--- src/rtl/types_pkg.sv ---
// Shared display types: digit count, one segment byte, and the flattened
// multi-digit pattern word.
package types_pkg;
   localparam int DIGITS = 8;
   typedef logic [7:0]          byte_t;
   typedef logic [DIGITS*8-1:0] word_t;
endpackage

--- src/rtl/refresh_tick.sv ---
// Free-running slot prescaler: cnt counts 0..DIV-1 and wraps, and tick marks
// the last clock of each slot.
module refresh_tick #(
   parameter int DIV = 2,
   parameter int CW  = 1
) (
   input  logic          clk,
   input  logic          rst,
   output logic [CW-1:0] cnt,
   output logic          tick
);
   localparam logic [CW-1:0] LAST = CW'(DIV - 1);

   assign tick = (cnt == LAST);

   always_ff @(posedge clk or posedge rst) begin
      if (rst) cnt <= '0;
      else     cnt <= tick ? '0 : cnt + 1'b1;
   end
endmodule

--- src/rtl/seg_scan_driver.sv ---
// Multiplexed seven-segment scanner with per-slot dead time, per-digit and
// global blanking, and a frame-latched snapshot of the display patterns.
module seg_scan_driver
   import types_pkg::*;
#(
   parameter int CLK_HZ    = 100_000_000,
   parameter int DIGIT_HZ  = 8_000,
   parameter int BLANK_CYC = 16
) (
   input  logic              clk,
   input  logic              rst,
   input  word_t             display,
   input  logic [DIGITS-1:0] digit_en,
   input  logic              en,
   output logic [DIGITS-1:0] AN,
   output byte_t             CATHODE,
   output logic              frame_done
);
   localparam int DIV = CLK_HZ / DIGIT_HZ;
   localparam int CW  = (DIV > 1) ? $clog2(DIV) : 1;
   localparam int IW  = (DIGITS > 1) ? $clog2(DIGITS) : 1;
   localparam logic [CW-1:0] BLANK_C  = CW'(BLANK_CYC);
   localparam logic [IW-1:0] LAST_IDX = IW'(DIGITS - 1);

   typedef enum logic {BLANK, SHOW} slot_t;
   localparam slot_t SLOT_RST = (BLANK_CYC > 0) ? BLANK : SHOW;

   generate
      if (DIV < 2 || BLANK_CYC >= DIV || DIGITS < 1) begin : g_bad_cfg
         $error("seg_scan_driver: need DIV>=2, BLANK_CYC<DIV and DIGITS>=1");
      end
   endgenerate

   logic [CW-1:0]     cnt, cnt_next;
   logic              tick;
   logic [IW-1:0]     idx, idx_next;
   word_t             snap, snap_next;
   slot_t             slot, slot_next;
   logic [DIGITS-1:0] an_next;
   byte_t             cath_next;
   logic              fd_next;

   refresh_tick #(.DIV(DIV), .CW(CW)) u_tick (
      .clk  (clk),
      .rst  (rst),
      .cnt  (cnt),
      .tick (tick)
   );

   // Outputs are registered against the next cnt/idx so that they line up
   // with the counters in the same cycle instead of lagging by one.
   always_comb begin
      cnt_next = tick ? '0 : cnt + 1'b1;
      idx_next = idx;
      if (tick) idx_next = (idx == LAST_IDX) ? '0 : idx + 1'b1;
      snap_next = (idx == '0 && slot == BLANK) ? display : snap;
   end

   always_ff @(posedge clk or posedge rst) begin
      if (rst) slot <= SLOT_RST;
      else     slot <= slot_next;
   end

   always_comb begin
      slot_next = SHOW;
      if (BLANK_CYC > 0 && cnt_next < BLANK_C) slot_next = BLANK;
   end

   always_comb begin
      an_next   = '1;
      cath_next = 8'hFF;
      fd_next   = tick && (idx_next == '0);
      if (slot_next == SHOW && en && digit_en[idx_next]) begin
         an_next[idx_next] = 1'b0;
         cath_next         = snap_next[{idx_next, 3'b000} +: 8];
      end
   end

   always_ff @(posedge clk or posedge rst) begin
      if (rst) begin
         idx        <= '0;
         snap       <= '1;
         AN         <= '1;
         CATHODE    <= 8'hFF;
         frame_done <= 1'b0;
      end else begin
         idx        <= idx_next;
         snap       <= snap_next;
         AN         <= an_next;
         CATHODE    <= cath_next;
         frame_done <= fd_next;
      end
   end
endmodule

--- config.mk ---
export PLATFORM = sky130hd
export DESIGN_NAME = seg_scan_driver
export DESIGN_NICKNAME = d
export VERILOG_FILES = /design/src/rtl/types_pkg.sv /design/src/rtl/refresh_tick.sv /design/src/rtl/seg_scan_driver.sv
export SDC_FILE = /design/constraint.sdc
export NUM_CORES = 1
export LEC_CHECK = 0
export ABC_AREA = 1
export CAP_MARGIN = 10
export CORE_MARGIN = 8
export CORE_UTILIZATION = 45
export CTS_BUF_LIST = sky130_fd_sc_hd__clkbuf_8
export CTS_CLUSTER_DIAMETER = 100
export DETAILED_ROUTE_END_ITERATION = 10
export GPL_ROUTABILITY_DRIVEN = 0
export PLACE_DENSITY = 0.81
export SYNTH_ARGS = -nofsm -noshare
export SYNTH_HDL_FRONTEND = slang
export SYNTH_HIERARCHICAL = 1
export SYNTH_SLANG_ARGS = --single-unit
export TNS_END_PERCENT = 10
--- constraint.sdc ---
create_clock -name clk -period 8.3 [get_ports clk]
set_input_delay 2.075 -clock clk [delete_from_list [all_inputs] [get_ports clk]]
set_output_delay 2.075 -clock clk [all_outputs]
set_load 0.02 [all_outputs]
==> impl_metrics.ini <==
[drt]
vias = 4673
routed_via_density = 5.036
drt-total-wl_um = 13620
drt-initial-drc-count = 380
dr.pass1.iters = 5
post-route-drc-count = 0
ant_nets = 0
drt-wirelength-per-cell_um = 14.68

[critical_path]
cp_slowest_stage_delay_ns = 0.61
crit_buf_inv = 1
critPathKind = reg2out
worstPathMaxFanout = 1
crit_path_end_kind = primary output
critPathTopFamily = buffers and inverters
arrival_ns = 1.53
cp-start-kind = register
cp_data_required_time_ns = 6.23
crit_slowest_cell = clkdlybuf4s50_1
crit_chain = clkdlybuf4s50_1

[clock_tree]
cts_setup_buffers = 0
path_clk_slew_ns = 0.10
cts_tree = built
clock_sinks = 99
htree_num_levels = 3
clock_path_buffers = 2
cts_root_buf = clkbuf_8
cts_resized = 0
ctsHoldBuffers = 0
cts_buffers = 9
clk_latency_ns = 0.37

[synthesis]
ys.flop_type = dfstp_2
synthArstFlopShare_pct = 100.0
synth_common_cells = nand2_1 (284), inv_1 (88), dfstp_2 (80), nand4_1 (61), nor2_1 (45)
yosysTopAreaCell = dfstp_2
synth_edf_count = 0
ys_types = 30
synth_top_cell_area_share_pct = 39.49
synth_warnings = 6
synthTopCellsByArea = dfstp_2 (39%), nand2_1 (20%), dfrtp_1 (8.9%)
synthCells = 701
syn_nets = 781
ys_ff_latch = 99
syn_area_per_cell_um2 = 7.593
syn_area_um2 = 5323
yosysMostFrequentCell = nand2_1
ys_seq_area_share_pct = 48.43

[floorplan]
die_h_um = 124.8
start_util_pct = 46.42
dieArea_um2 = 15560
die_x_um = 124.8
pin_count = 92
rows = 39
core_um2 = 11470

[placement]
port_buffers = 91
placed_area_um2 = 6299
place.detailed.instances = 912
place_hpwl_um = 9597

[finish]
nNetsFinal = 860
fillCellCount = 1050
diodes = 0
synthToLayoutAreaGrowth_pct = 22.03
drive_above_1_share_pct = 17.83
final_cells = 928
final_area_um2 = 6495

[global_routing]
grt.overflow.total = 0
grt_pass1_vias = 4469
antenna_found_initial = 0
grt_pass1_wl_um = 22330
grt_max_degree = 86
grt_usage_pct = 17.47

[sta]
min_period_ns = 3.607
fin_tns_setup_ns = 0
maxSlewHeadroom_pct = 31.37
drv_slew = 0
hold_slack_ns = 0.4781
fin_skew_ns = 0.01404
finalSetupViolCount = 0
period_share_pct = 43.46
hold_viol_final = 0
tightest_slew_ns = 1.029
max_freq_mhz = 277.2
rsz0062_at_grt = no

[pwr]
leakagePower_nw = 3.152
powerDensity_nw_per_um2 = 138.8
ir_worst_vdd_v = 0.00008017
finalPower_mw = 0.9013

[flow_run]
maxCapViolations = 0

[hold_path]
holdCritPathClass = reg2reg

[status]
status = completed
## placed cells by master (no fill, tap or decap), types with 2 or more instances in the layout
master	n
nor2_1	45
buf_4	4
nand3_1	12
clkinv_8	2
nor3_1	4
dfrtp_1	19
o21ai_0	26
clkinv_2	2
clkinv_1	2
nand2_2	8
dfstp_2	80
inv_6	4
xor2_1	4
clkbuf_8	9
nand3b_1	2
ha_1	5
clkdlybuf4s50_1	91
inv_2	3
nor2_2	15
nand4_1	61
nand3_2	4
inv_1	87
nand2_4	5
nand2_1	284
## report_power, final
part	internal (mW)	leakage, nW	switching [mW]	total, mW
sequential	0.514	1.09	0.00481	0.518
clock	0.117	0.100	0.184	0.302
combinational	0.0436	1.96	0.0377	0.0813
total	0.674	3.15	0.227	0.901
## routing by layer
metal  track usage (%)  vias to the layer above  part of all wire (%)
met5                 0                        -                     0
met4             6.378                        0                   2.3
met3             4.851                       28                   7.9
met2             28.05                      167                    45
met1             21.91                     2134                    44
li1                  -                     2344                     -
## cells by family after synthesis
logic type	share of synthesized area, %
and+or+nand+nor	37.42
buffers and inverters	9.450
DFF	48.43
AOI/OAI and AO/OA	2.703
xor gates and xnor gates	0.8227
adders and majority gates	1.175
## cell type report
type	instances	area [um2]	share of cell area, %
Timing Repair Buffer	95	940.9	14.49
Inverter	94	359.1	5.529
Clock inverter	7	72.57	1.117
Clock buffer	9	123.9	1.907
Multi-Input combinational cell	481	2242	34.52
Tap cell	143	178.9	2.755
Sequential cell	99	2577	39.68
## through the flow
stage,util [%],worst slack (ns)
4_1_cts,56.64,4.667
5_1_grt,56.64,4.657
3_3_place_gp,54.93,4.852
2_1_floorplan,-,4.164
6_report,56.64,4.693
3_5_place_dp,54.93,4.810
## flip-flops by register name, summed over array words and instances (netlist names)
register    count
idx             3
u_tick/cnt     14
snap           64
slot            1
AN              8
frame_done      1
CATHODE         8
## worst paths after layout
check	cells past startpoint	to	start	slack [ns]
setup / recovery	1	CATHODE[4]	CATHODE[4]$_DFF_PP1_	4.69
hold / removal	2	snap[11]$_DFF_PP1_	snap[11]$_DFF_PP1_	0.48
setup reg to reg	10	CATHODE[7]$_DFF_PP1_	idx[2]$_DFF_PP0_	5.57
hold reg to reg	2	snap[11]$_DFF_PP1_	snap[11]$_DFF_PP1_	0.48
max in group asynchronous	3	frame_done$_DFF_PP0_	rst	5.30
min in group asynchronous	2	u_tick/cnt[10]$_DFF_PP0_	rst	2.10
(Power assumes the default switching activity.)
